<file path="src/rtl/dlx_pkg.sv">
// Shared constants and types for the DLX phase sequencer.
package dlx_pkg;

  // Canonical phase indices of the classic 5-phase DLX instruction cycle.
  localparam int unsigned PH_IF  = 0;
  localparam int unsigned PH_ID  = 1;
  localparam int unsigned PH_EX  = 2;
  localparam int unsigned PH_MEM = 3;
  localparam int unsigned PH_WB  = 4;

  typedef enum logic {
    S_RUN  = 1'b0,
    S_HALT = 1'b1
  } seq_state_t;

endpackage

</file>
<file path="src/rtl/dlx_phase_pick.sv">
// Next-phase picker: lowest phase index above cur_idx that is not masked.
// last is raised when no such phase exists, i.e. the instruction ends.
module dlx_phase_pick #(
  parameter int unsigned NPHASE = 5,
  parameter int unsigned IW     = $clog2(NPHASE)
) (
  input  logic [IW-1:0]     cur_idx,
  input  logic [NPHASE-1:0] msk,
  output logic [IW-1:0]     nxt_idx,
  output logic              last
);

  // Priority search upward from the current phase; first unmasked phase wins.
  always_comb begin
    nxt_idx = '0;
    last    = 1'b1;
    for (int unsigned j = 0; j < NPHASE; j++) begin
      if (last && (j > 32'(cur_idx)) && !msk[j]) begin
        nxt_idx = IW'(j);
        last    = 1'b0;
      end
    end
  end

endmodule

</file>
<file path="src/rtl/dlx_phase_seq.sv">
// Parametrised multicycle phase sequencer for the DLX core.
// Optional build macro PHASE_SEQ_STEP_EN adds single-instruction debug stepping
// (ports dbg_step_mode, dbg_step).
module dlx_phase_seq
  import dlx_pkg::*;
#(
  parameter int unsigned NPHASE    = 5,
  parameter int unsigned DECODE_PH = PH_ID,
  parameter int unsigned TMO_W     = 8,
  parameter int unsigned CNT_W     = 16
) (
  input  logic                      clk,
  input  logic                      reset_n,
  input  logic [NPHASE-1:0]         phase_ready,
  input  logic [NPHASE-1:0]         skip_mask,
  input  logic                      halt,
`ifdef PHASE_SEQ_STEP_EN
  input  logic                      dbg_step_mode,
  input  logic                      dbg_step,
`endif
  output logic [NPHASE-1:0]         phase_oh,
  output logic [$clog2(NPHASE)-1:0] phase_idx,
  output logic                      phase_first,
  output logic                      instr_done,
  output logic                      halted,
  output logic [CNT_W-1:0]          instr_cnt,
  output logic                      tmo_err
);

  localparam int unsigned IW = $clog2(NPHASE);
  // Phases up to and including decode can never be skipped.
  localparam logic [NPHASE-1:0] LOW_MASK = NPHASE'((64'd1 << (DECODE_PH + 1)) - 64'd1);
  localparam logic [NPHASE-1:0] OH0      = NPHASE'(1);
  localparam logic [TMO_W-1:0]  TMO_MAX  = '1;

  seq_state_t        state;
  logic [NPHASE-1:0] cap_mask;
  logic [NPHASE-1:0] msk;
  logic [TMO_W-1:0]  wd_cnt;
  logic [IW-1:0]     nxt_idx;
  logic              last;
  logic              ready_cur;
  logic              is_decode;
  logic              hold_req;
  logic              rel_req;

  // Completion detect and effective skip mask (live value on the decode completion cycle).
  always_comb begin
    ready_cur = phase_ready[phase_idx];
    is_decode = (phase_idx == IW'(DECODE_PH));
    msk       = (is_decode ? skip_mask : cap_mask) & ~LOW_MASK;
  end

  // Boundary hold request and HALT release condition.
  always_comb begin
`ifdef PHASE_SEQ_STEP_EN
    hold_req = halt | dbg_step_mode;
    rel_req  = !hold_req || dbg_step;
`else
    hold_req = halt;
    rel_req  = !halt;
`endif
  end

  dlx_phase_pick #(
    .NPHASE (NPHASE),
    .IW     (IW)
  ) u_pick (
    .cur_idx (phase_idx),
    .msk     (msk),
    .nxt_idx (nxt_idx),
    .last    (last)
  );

  // Instruction-end pulse lives on the completion cycle itself.
  always_comb begin
    instr_done = reset_n && (state == S_RUN) && ready_cur && last;
  end

  // Sequencer FSM, mask capture, retire counter and stall watchdog.
  always_ff @(posedge clk) begin
    if (!reset_n) begin
      state       <= S_RUN;
      phase_idx   <= '0;
      phase_oh    <= OH0;
      phase_first <= 1'b1;
      halted      <= 1'b0;
      instr_cnt   <= '0;
      tmo_err     <= 1'b0;
      cap_mask    <= '0;
      wd_cnt      <= '0;
    end else begin
      case (state)
        S_RUN: begin
          if (ready_cur) begin
            wd_cnt <= '0;
            if (last) begin
              instr_cnt <= instr_cnt + CNT_W'(1);
              cap_mask  <= '0;
              phase_idx <= '0;
              if (hold_req) begin
                state       <= S_HALT;
                phase_oh    <= '0;
                phase_first <= 1'b0;
                halted      <= 1'b1;
              end else begin
                phase_oh    <= OH0;
                phase_first <= 1'b1;
              end
            end else begin
              if (is_decode) cap_mask <= msk;
              phase_idx   <= nxt_idx;
              phase_oh    <= OH0 << nxt_idx;
              phase_first <= 1'b1;
            end
          end else begin
            phase_first <= 1'b0;
            // Saturating stall count; the error flag rises as the count reaches its ceiling.
            if (wd_cnt != TMO_MAX) begin
              wd_cnt <= wd_cnt + TMO_W'(1);
              if (wd_cnt == TMO_MAX - TMO_W'(1)) tmo_err <= 1'b1;
            end
          end
        end
        S_HALT: begin
          phase_first <= 1'b0;
          if (rel_req) begin
            state       <= S_RUN;
            phase_idx   <= '0;
            phase_oh    <= OH0;
            phase_first <= 1'b1;
            halted      <= 1'b0;
          end
        end
        default: state <= S_RUN;
      endcase
    end
  end

endmodule
</file>
<file path="config.mk">
export PLATFORM = sky130hd
export DESIGN_NAME = dlx_phase_seq
export DESIGN_NICKNAME = d
export VERILOG_FILES = /design/src/rtl/dlx_pkg.sv /design/src/rtl/dlx_phase_pick.sv /design/src/rtl/dlx_phase_seq.sv
export SDC_FILE = /design/constraint.sdc
export NUM_CORES = 1
export LEC_CHECK = 0
export ABC_CLOCK_PERIOD_IN_PS = 2400
export CAP_MARGIN = 20
export CORE_MARGIN = 1.5
export CORE_UTILIZATION = 52
export DETAILED_ROUTE_END_ITERATION = 10
export PLACE_DENSITY = 0.81
export SLEW_MARGIN = 5
export SYNTH_ARGS = -nofsm -noshare
export SYNTH_HDL_FRONTEND = slang
export SYNTH_SLANG_ARGS = --single-unit
</file>
<file path="constraint.sdc">
create_clock -name clk -period 2.4 [get_ports clk]
set_input_delay 0.36 -clock clk [delete_from_list [all_inputs] [get_ports clk]]
set_output_delay 0.36 -clock clk [all_outputs]
set_load 0.05 [all_outputs]
</file>
==> summary.txt <==
Status
  • Outcome: finished clean

Cells and area
  • Number of diodes: 0
  • Reg area: 767.0 sq um
  • Multi-input logic area: 1282 sq um
  • Synthesis-to-layout area growth: 24.80%
  • Final #Nets: 300
  • Final instance area: 2751 sq um
  • Fillers: 343
  • Layout cells sized above 1: 14.04%

Clocking
  • Post-CTS Setup Inserts: 0
  • CTS root buf: clkbuf_8
  • Clock transition at path regs: 80 ps
  • Max Root-Sink Buffers: 2
  • CTS buffer count: 5
  • # H-tree levels: 2
  • CTS Sinks: 38
  • CTS tree: yes
  • Worst-Skew Late Latency: 300 ps
  • Post-CTS Hold Fix Bufs: 0
  • Cts repair resizes: 0

Route
  • TritonRoute pass-1 iters: 4
  • Routed length per placed instance: 14.84 microns
  • DRC: 0
  • Post-route ant nets: 0
  • DR iter-0 viols: 114
  • Vias per cell: 6.170
  • Total routed wirelength: 4973 microns
  • DR vias: 2067

Power and ir drop
  • P per Cell Area: 946.2 nW/um^2
  • Switch share: 42.65%
  • Logic pwr share: 47.7%
  • Worst VDD drop: 0.0005607 V
  • Static Leakage: 0.0008601 uW
  • Clock Power Share: 21.4%
  • Pint: 1493 uW
  • Sequential share of power: 30.9%
  • Psw: 1110 uW

Floorplan
  • # IOs: 41
  • Core area: 4029 sq um
  • Die extent in y: 68.11 microns
  • Cell Rows: 23
  • Initial Util: 54.72%
  • Die width: 68.11 microns
  • Die ar.: 4639 sq um

Synth
  • Most numerous cell in the Yosys netlist: dfxtp_1
  • Post-synth EDFFs: 0
  • Distinct cells, synth: 48
  • Mean post-synth cell area: 8.783 sq um
  • Area share of the largest cell type after synthesis: 34.51%
  • Yosys warns: 0
  • Part of the Yosys area used for sequential elements: 34.51%
  • Leading area contributor after synthesis: dfxtp_1
  • Synth Flop Type: dfxtp_1
  • Synth Register Bits: 38
  • Cells after synthesis: 251
  • Async S/R FF share, synth: 0%
  • Synthesized area: 2205 sq um
  • Top cells by area, synth: dfxtp_1 (35%), a21oi_1 (7.3%), o211ai_1 (6.8%), o31ai_1 (4.4%), or4_1 (4.1%)
  • Commonest cells post-synth: dfxtp_1 (38), a21oi_1 (32), o211ai_1 (20), nand2_1 (15)
  • Syn_nets: 267

Place
  • Final Wtd Congestion: 0.8378
  • DPL Wire Length: 3375 microns
  • Area after DPL: 2639 sq um
  • Port Buffers: 38

STA
  • Final Max Slew Viols: 0
  • Normalized max-slew margin: 65.87%
  • Final setup violation count: 0
  • Tcrit/Tclk final: 94.73%
  • Skew final: 11.33 ps
  • Worst hold slack: 467.4 ps
  • RSZ-0062 raised after global routing: false
  • Endpoints failing hold: 0
  • Final worst path period need: 2274 ps
  • Fmax: 0.4398 GHz
  • Setup TNS: 0 ps
  • Slew of the pin with the lowest slew margin: 510.4 ps

Global routing
  • Largest net degree at the start of global routing: 37
  • Antenna violations before repair: 0
  • Global-route wire length before repair: 8362 microns
  • Number of global-route vias before repair: 1845
  • Grt ovf: 0
  • Global-route usage over all layers: 23.95%

Hold path
  • Min-delay worst type: reg -> reg

Worst setup path
  • Buffers & Inverters on Critical Path: 2
  • CP max stage cell: dfxtp_4
  • Required time of the critical path: 2040 ps
  • Crit-path cells: nor2b_4 > mux2i_4 > nand3b_1 > buf_4 > nor3_4 > buf_12
  • Crit Path Class: reg -> out
  • Crit-path max cell delay: 420 ps
  • Startpoint types: flip-flop
  • Top delay family on crit path: simple AND/OR/NAND/NOR gates
  • Max FO, Critical Path: 18
  • Arr. time, crit path: 1910 ps
  • Crit end category: primary output

Job
  • Max-cap violations: 0
-- cell families after synthesis --
group | after synthesis | synth area share (%)
buffers and inverters | 34 | 7.832
AND/OR/NAND/NOR | 79 | 22.02
adder cells (fa/ha/maj) | 3 | 1.703
multiplexers | 7 | 3.746
AO/OA/AOI/OAI | 90 | 30.19
flip-flops | 38 | 34.51
-- power by group through the flow --
stage | clock network [uW] | registers [uW] | logic [uW]
after floorplan | 0 | 939 | 853
after global placement | 0 | 813 | 1210
after detailed placement | 0 | 818 | 1230
after CTS | 568 | 803 | 1240
after global routing | 589 | 822 | 1350
final | 558 | 803 | 1240
-- tightest hold or removal path, delay by kind of cell (launching register included) --
family             cells  cell delay [ps]
AOI/OAI and AO/OA      1               50
and+or+nand+nor        1               50
DFF                    1              320
-- flip-flops by register name (all words and copies together) (netlist names) --
register     flops
cap_mask         2
wd_cnt           8
state            1
phase_oh         5
instr_cnt       16
phase_idx        3
halted           1
tmo_err          1
phase_first      1
-- per-stage QoR --
stage               util (%)  power [uW]  cells  worst slack (ps)
floorplan                  -        1793    251             51.53
detailed placement     65.50        2051    327             164.6
global route           68.29        2759    335             21.27
global placement       65.50        2023    327             180.0
finish                 68.29        2603    335             126.4
CTS                    68.29        2612    335             108.6
-- metal layers --
layer	vias up	track usage [%]	share of wire [%]
met1	979	32.28	46
li1	1027	-	-
met5	-	0	0
met3	7	4.605	5.1
met2	54	36.17	47
met4	0	12.50	2.2
-- layout make-up --
type | count | share of cell area [%]
clock buffers | 5 | 2.501
clock inverters | 3 | 1.592
inverters | 11 | 1.501
multi-input cells | 179 | 46.61
flip-flops and latches | 38 | 27.88
well taps | 50 | 2.274
repair buffers | 49 | 17.64
-- layout by cell type (no fill, tap or decap), types with 4 or more instances in the layout --
| cell | n |
|---|---|
| mux2i_1 | 6 |
| a2111oi_2 | 4 |
| or4_1 | 12 |
| buf_4 | 10 |
| and3_1 | 5 |
| clkbuf_8 | 5 |
| o21ai_0 | 4 |
| a21oi_1 | 32 |
| nand3b_1 | 4 |
| inv_1 | 10 |
| clkdlybuf4s50_1 | 37 |
| o211ai_1 | 20 |
| o31ai_1 | 13 |
| nor2_1 | 8 |
| nand3_1 | 9 |
| nand2b_1 | 5 |
| nand4_1 | 4 |
| dfxtp_1 | 35 |
| nand2_1 | 15 |
-- worst paths after layout --
kind	end	slack, ps	cells after the start	from
worst max-delay path	instr_done	130	6	phase_idx[0]
worst min-delay path	halted	470	2	halted
worst min register to register	halted	470	2	halted
worst max register to register	instr_cnt[3]	490	6	phase_idx[0]
No activity file was read; power rests on OpenSTA's default activity.
